<file path="src/rtl/frac_baud_tick_gen.sv">
// rtl/frac_baud_tick_gen.sv - fractional-divisor UART oversample/baud tick generator with heartbeat
// Rate changes are deferred to a baud boundary (or applied at once while disabled) so no tick is ever truncated.
module frac_baud_tick_gen #(
  parameter int unsigned CLK_HZ     = 50_000_000,
  parameter int unsigned OVERSAMPLE = 16,
  parameter int unsigned INT_W      = 24,
  parameter int unsigned FRAC_W     = 8,
  parameter int unsigned HB_HALF    = 25_000_000
) (
  input  logic                      Clock,
  input  logic                      Reset,
  input  logic                      Enable,
  input  logic [2:0]                Sel,
  input  logic                      Load,
  input  logic [INT_W+FRAC_W-1:0]   Div_in,
  output logic                      os_tick,
  output logic                      baud_tick,
  output logic                      baud_out,
  output logic                      rate_ack,
  output logic                      hb_out
);

  localparam int unsigned DW = INT_W + FRAC_W;
  localparam int unsigned AW = DW + 1;
  localparam int unsigned CW = (OVERSAMPLE > 1) ? $clog2(OVERSAMPLE) : 1;
  localparam int unsigned HW = (HB_HALF > 1) ? $clog2(HB_HALF) : 1;

  localparam logic [DW-1:0] ONE     = {{(DW-1){1'b0}}, 1'b1} << FRAC_W;
  localparam logic [DW-1:0] MIN_DIV = ONE << 1;

  function automatic logic [DW-1:0] clamp_div(input logic [DW-1:0] d);
    return (d < MIN_DIV) ? MIN_DIV : d;
  endfunction

  // Truncating divide; reproduces the reference rate values for the default clock.
  function automatic logic [DW-1:0] table_entry(input int idx);
    longint unsigned baud;
    longint unsigned q;
    case (idx)
      0:       baud = 64'd300;
      1:       baud = 64'd600;
      2:       baud = 64'd4800;
      3:       baud = 64'd7200;
      4:       baud = 64'd115200;
      5:       baud = 64'd230400;
      6:       baud = 64'd460800;
      default: baud = 64'd921600;
    endcase
    q = (64'(CLK_HZ) << FRAC_W) / (64'(OVERSAMPLE) * baud);
    return clamp_div(DW'(q));
  endfunction

  localparam logic [DW-1:0] RATE_TABLE [8] = '{
    table_entry(0), table_entry(1), table_entry(2), table_entry(3),
    table_entry(4), table_entry(5), table_entry(6), table_entry(7)
  };

  logic [AW-1:0] acc;
  logic [CW-1:0] os_cnt;
  logic [DW-1:0] div_q;
  logic [DW-1:0] pend_div;
  logic          pending;
  logic [2:0]    sel_q;
  logic [HW-1:0] hb_cnt;

  logic          req;
  logic [DW-1:0] req_div;
  logic          pend_eff;
  logic [DW-1:0] pend_div_eff;
  logic [AW-1:0] sum;
  logic          hit;
  logic          wrap;
  logic [CW-1:0] os_cnt_nxt;
  logic          apply;

  always_comb begin
    req          = Load || (Sel != sel_q);
    req_div      = Load ? clamp_div(Div_in) : RATE_TABLE[Sel];
    pend_eff     = req || pending;
    pend_div_eff = req ? req_div : pend_div;
    sum          = acc + AW'(ONE);
    hit          = Enable && (sum >= {1'b0, div_q});
    wrap         = hit && (os_cnt == CW'(OVERSAMPLE - 1));
    os_cnt_nxt   = wrap ? '0 : os_cnt + CW'(1);
    // A request arriving in an apply cycle takes effect immediately.
    apply        = pend_eff && (!Enable || wrap);
  end

  always_ff @(posedge Clock or negedge Reset) begin
    if (!Reset) begin
      acc       <= '0;
      os_cnt    <= '0;
      div_q     <= RATE_TABLE[0];
      pend_div  <= '0;
      pending   <= 1'b0;
      sel_q     <= 3'd0;
      hb_cnt    <= '0;
      os_tick   <= 1'b0;
      baud_tick <= 1'b0;
      baud_out  <= 1'b0;
      rate_ack  <= 1'b0;
      hb_out    <= 1'b0;
    end else begin
      sel_q    <= Sel;
      rate_ack <= apply;
      pending  <= pend_eff && !apply;
      if (req)
        pend_div <= req_div;
      if (apply)
        div_q <= pend_div_eff;

      if (!Enable) begin
        acc       <= '0;
        os_cnt    <= '0;
        os_tick   <= 1'b0;
        baud_tick <= 1'b0;
        baud_out  <= 1'b0;
      end else begin
        os_tick   <= hit;
        baud_tick <= wrap;
        if (hit) begin
          acc      <= sum - {1'b0, div_q};
          os_cnt   <= os_cnt_nxt;
          baud_out <= (os_cnt_nxt >= CW'(OVERSAMPLE / 2));
        end else begin
          acc <= sum;
        end
      end

      if (hb_cnt == HW'(HB_HALF - 1)) begin
        hb_cnt <= '0;
        hb_out <= ~hb_out;
      end else begin
        hb_cnt <= hb_cnt + HW'(1);
      end
    end
  end

endmodule
</file>
<file path="config.mk">
export PLATFORM = sky130hd
export DESIGN_NAME = frac_baud_tick_gen
export DESIGN_NICKNAME = d
export VERILOG_FILES = /design/src/rtl/frac_baud_tick_gen.sv
export SDC_FILE = /design/constraint.sdc
export NUM_CORES = 1
export LEC_CHECK = 0
export ABC_AREA = 1
export CORE_UTILIZATION = 61
export DETAILED_ROUTE_END_ITERATION = 8
export PLACE_DENSITY = 0.84
export SYNTH_ARGS = -nofsm -noshare
export SYNTH_HDL_FRONTEND = slang
export SYNTH_SLANG_ARGS = --single-unit
</file>
<file path="constraint.sdc">
create_clock -name Clock -period 8.1 [get_ports Clock]
set_input_delay 1.215 -clock Clock [delete_from_list [all_inputs] [get_ports Clock]]
set_output_delay 1.215 -clock Clock [all_outputs]
set_load 0.005 [all_outputs]
</file>
* Yosys cells after proc, flatten, opt, wreduce, memory -nomap -nowiden
Memories as Yosys holds them, arrays and structs flattened.
Index checks and enable logic that the tools add are counted.
** Storage, ports and cells
- Register bits after elaboration :: 135
- ROM bits :: 256
- Bits of input ports :: 39
- Output and inout port bits :: 5
- Word-level logic and storage cells :: 51
- Memories kept :: 1
** Operators by class
- Add/sub/neg operators :: 4
- $lt $le $gt $ge :: 4
- Equal/unequal tests :: 4
- Mux-type cells :: 15
- Bitwise operators :: 2
- Reductions and logical operators :: 9
** Memory list
- (name not given) :: words 8, bits a word 32, rd ports 1, clocked after Yosys merged registers in 0, wr ports 0, line 78 : req_div = Load ? clamp_div(Div_in) : RATE_TABLE[Sel];
** Operator list (count)
- 32-bit 2-to-1 mux :: 5
- 33-bit 2-to-1 mux :: 2
- 33-bit by 9-bit adder with 33-bit output (second input constant) :: 1
- 33-bit by 32-bit greater-or-equal comparator with 1-bit output :: 1
- 33-bit by 32-bit subtractor with 33-bit output :: 1
- 32-bit by 10-bit less-than comparator with 1-bit output (second input constant) :: 1
- 25-bit by 1-bit adder with 25-bit output (second input constant) :: 1
- 25-bit == test (second input constant) :: 1
- 25-bit 2-to-1 mux :: 1
- 4-bit 2-to-1 mux :: 3
- 4-bit greater-or-equal comparator (second input constant) :: 2
- 4-bit by 1-bit adder with 4-bit output (second input constant) :: 1
- 4-bit == test (second input constant) :: 1
- 1-bit logical AND :: 4
- 1-bit 2-to-1 mux :: 4
- 3-bit inverter with 4-bit output :: 1
- 1-bit logical OR :: 3
- 3-bit != test :: 1
- 1-bit zero test :: 2
- 2-bit by 1-bit != test with 1-bit output (second input constant) :: 1
- 1-bit inverter :: 1

* Logic depth before layout (Yosys ltp)
- Depth after elaboration :: 8
- Gate-level depth with buffers :: 27
- Gate-level depth less buffers :: 27

* Worst setup path after synthesis
OpenSTA, ideal clock, no wires.
- Path kind :: register to register
- Start point :: reg acc[8]
- End point :: reg div_q[22]
- Library setup time :: 117 ps
- Arrival time :: 3186 ps
- Data required time :: 7983 ps
- Setup slack :: 4797 ps
- Cell stages (with the launch flop) :: 25
- Path buffers :: 1
- Clock period less this slack :: 3303 ps
- Cells stage by stage :: dfrtp_1 -> ha_1 -> nand2_1 -> nor2_1 -> nand2_1 -> nor2_1 -> nand2_1 -> nor3_1 -> xor2_1 -> inv_1 -> ha_1 -> nand2_1 -> inv_2 -> nand3_1 -> nor2_1 -> nand3_1 -> nand3_1 -> nor2_4 -> nand2_2 -> nand2_8 -> o21bai_4 -> nand2_4 -> buf_6 -> nand2_1 -> nand2_1
** On the way
- Cells in the longest elaborated chain, start to end :: 6
** Ends and longest elaborated chain
- start: declaration :: line 58 : logic [AW-1:0] acc;
- start signal: assignment :: line 122 : acc <= sum - {1'b0, div_q};
- start signal: assignment :: line 126 : acc <= sum;
- 33-bit by 9-bit adder with 33-bit output :: line 81 : sum = acc + AW'(ONE);
- 33-bit by 32-bit greater-or-equal comparator with 1-bit output :: line 82 : hit = Enable && (sum >= {1'b0, div_q});
- 1-bit logical AND :: line 82
- 1-bit logical AND :: line 83 : wrap = hit && (os_cnt == CW'(OVERSAMPLE - 1));
- 1-bit logical OR :: line 86 : apply = pend_eff && (!Enable || wrap);
- 1-bit logical AND :: line 86
- end signal: assignment :: line 93 : div_q <= RATE_TABLE[0];
- end signal: assignment :: line 110 : div_q <= pend_div_eff;
- end: declaration :: line 60 : logic [DW-1:0] div_q;
Every way passes these cells.
A chain may end at the register's enable or synchronous reset.

* Worst setup path after layout
- Start point :: reg acc[8]
- End point :: reg div_q[10]
The elaborated chain is that of the path after synthesis.

==> summary.txt <==
Status: finished clean
Via density: 5.527
Worst endpoint required time: 8.41 ns
IO Pins: 44
Tmin final: 4.861 ns
Total Routing Usage GR: 0.3050
Peak supply drop: 0.1537 mV
Min-delay worst type: flip-flop to flip-flop
Starting DRT DRC Count: 684
Worst-path maximum fanout: 34
Die X: 121.6 um
Number of diodes: 0
Setup violators final: 0
Vias: 7997
Setup Skew: 0.01278 ns
Die ar.: 0.01479 mm^2
GRT overflow: 0
Post-synthesis net count: 1295
# nets final: 1334
Critical path type: flip-flop to flip-flop
Final ANT Viol Nets: 0
DRC errors left: 0
Most common cell in the netlist: nand2_1
Fin Setup TNS: 0 ns
Post-synthesis sequential area ratio: 0.3883
Syn_area_per_cell: 7.184 um^2
Critical Path End Type: flip-flop
Final slew viol count: 0
Placed Cells: 1415
Drt pass-1 iters: 5
Slew @ Worst Pin: 1.034 ns
Number of cell rows: 43
Initial Utilization: 0.6264
Layout cells sized above 1: 0.05841
Die height: 121.6 um
Yosys top cell by area: dfrtp_1
Post-Syn Instances: 1215
Pre-CTS WS: 3.281 ns
Synth Warn #: 0
Initial antenna violation count: 0
Synth cell types: 45
Largest cells by area after synthesis: dfrtp_1, nand2_1, inv_1
Pin count of the biggest net entering global routing: 83
Area share of the largest cell type after synthesis: 0.3612
Area delta synth->final: 12.92%
Slew HR: 0.3056
Mapped Area: 0.008728 mm^2
Clock root cell: clkbuf_16
Setup crit start kind: flip-flop
Worst path cell trace: ha_1, nand2_1, nor2_1, nand2_1, nor2_1, nand2_1, nor3_1, xor2_1, inv_1, ha_1, nand2_1, inv_2, nand3_1, nor2_1, nand3_1, nand3_1, nor2_4, nand2_2, nand2_8, o21bai_4, nand2_4, nand2_1, nand2_1
HPWL Detailed: 15.49 mm
Period utilization: 0.6001
Depth of the CTS H-tree: 4
Seq cells post-synth: 135
RD Place Congestion: 0.9903
Number of hold violations in the final report: 0
Final Instance Count excl. Fillers: 1447
Worst path arrival time: 5.17 ns
Setup bufs post-CTS: 0
CTS Buf Count: 17
CORE AREA: 0.01393 mm^2
Pwr/cell area: 292.8 mW/mm^2
Top cells by count, synth: nand2_1, inv_1, dfrtp_1, nor2_1, nand3_1
DR WL/cell: 14.61 um
Fmax: 205.7 MHz
Fillers: 1112
Hold buffers post-CTS: 0
Clock latency on the worst-skew pair: 0.44 ns
Post-synth ARST share: 1.000
First-pass GRT wire length: 34.78 mm
Port Buffer Count: 43
Crit path max-delay cell type: o21bai_4
WL final: 21.14 mm
Final design utilization: 0.7073
Post-synth EDFFs: 0
CP max stage delay: 0.70 ns
Clk pin slew, worst setup/hold paths: 0.07 ns
Post-CTS Resized: 0
Sink Count: 135
Clock Path Buffers: 2
Top_reg_cell synth: dfrtp_1
Setup WS post-layout: 3.239 ns
Vias in the first global route: 7371
Max-cap violation count: 0
Family with the most delay on the worst path: simple AND/OR/NAND/NOR gates
Most frequent CP cell: nand2_1
Pwr Total: 2885 uW
CP bufs+invs: 2
P_leak: 0.005108 uW
CTS tree: built
RSZ-0062 raised after global routing: no
per-stage QoR:
step	cell area, um^2	hold slack [ns]
2_1_floorplan	8728	0.4329
3_3_place_gp	9265	0.4511
3_5_place_dp	9265	0.4530
4_1_cts	9856	0.4625
5_1_grt	9856	0.4722
6_report	9856	0.4599
cells in the final DEF (no fill, tap or decap), types with 2 or more instances in the layout:
cell / n
inv_8: 3
a22oi_1: 2
a21oi_1: 76
ha_1: 40
nor3_1: 26
clkdlybuf4s50_1: 42
inv_1: 182
buf_4: 2
nand2_2: 6
nor2_4: 3
nand2_1: 316
clkinvlp_4: 2
clkinv_4: 4
nand3_1: 79
clkbuf_16: 17
nor2_1: 116
o21ai_0: 48
dfrtp_1: 126
nand3b_1: 2
xor2_1: 24
nor2_2: 3
a21boi_0: 2
inv_6: 4
o21a_1: 7
o22ai_1: 6
a31oi_1: 12
nor4_1: 8
or2_2: 5
xnor2_1: 18
inv_2: 9
o21ai_1: 15
nand4_1: 21
o21bai_1: 8
dfstp_2: 9
clkinv_1: 2
a21o_1: 8
area by class of cell:
class | instances | area [um^2] | area share
sequential | 135 | 3390 | 0.3439
clock inverter | 15 | 165.2 | 0.01676
multi-input combinational | 862 | 4479 | 0.4545
clock buffer | 17 | 425.4 | 0.04316
timing repair buffer | 45 | 446.7 | 0.04532
tap | 180 | 225.2 | 0.02285
inverter | 193 | 724.4 | 0.07351
state kept, by name, indices dropped and copies added (netlist names), 3 cells and up:
| signal | flops |
|---|---|
| acc | 33 |
| div_q | 32 |
| hb_cnt | 25 |
| os_cnt | 4 |
| pend_div | 32 |
| sel_q | 3 |
worst min-delay path: cells and delay by family (launching register included):
family | cells | cell delay [ns]
AND/OR/NAND/NOR | 2 | 0.09
flip-flops | 1 | 0.37
power by group:
part	switching [uW]	total, uW	internal (uW)
sequential	59.0	832	773
combinational	844	1290	445
clock	328	764	435
cell families after synthesis:
| group | synth area share |
|---|---|
| and+or+nand+nor | 0.2906 |
| buffers and inverters | 0.09848 |
| AOI/OAI and AO/OA | 0.1208 |
| DFF | 0.3883 |
| xor gates and xnor gates | 0.04214 |
| adders and majority gates | 0.05963 |
worst paths after layout:
kind                            depth (start not counted)  slack [ns]               endpoint                  start
worst max-delay path                                   23        3.24  div_q[10]$_DFFE_PN0P_       acc[8]$_DFF_PN0_
max in group asynchronous                               2        6.15      acc[32]$_DFF_PN0_                  Reset
min in group asynchronous                               1        0.80  pend_div[4]$_DFF_PN0_                  Reset
worst min register to register                          2        0.46  div_q[13]$_DFFE_PN1P_  div_q[13]$_DFFE_PN1P_
worst max register to register                         23        3.24  div_q[10]$_DFFE_PN0P_       acc[8]$_DFF_PN0_
worst min-delay path                                    2        0.46  div_q[13]$_DFFE_PN1P_  div_q[13]$_DFFE_PN1P_
per-layer routing:
metal | routed length (um) | vias to the layer above | share of wire | global-route usage
li1 | - | 3982 | - | -
met1 | 9566 | 3645 | 0.45 | 0.4226
met2 | 9633 | 312 | 0.46 | 0.4716
met3 | 1334 | 58 | 0.063 | 0.05618
met4 | 607 | 0 | 0.029 | 0.1273
met5 | 0 | - | 0 | 0
Note: power is estimated with default switching activity, not from simulation.
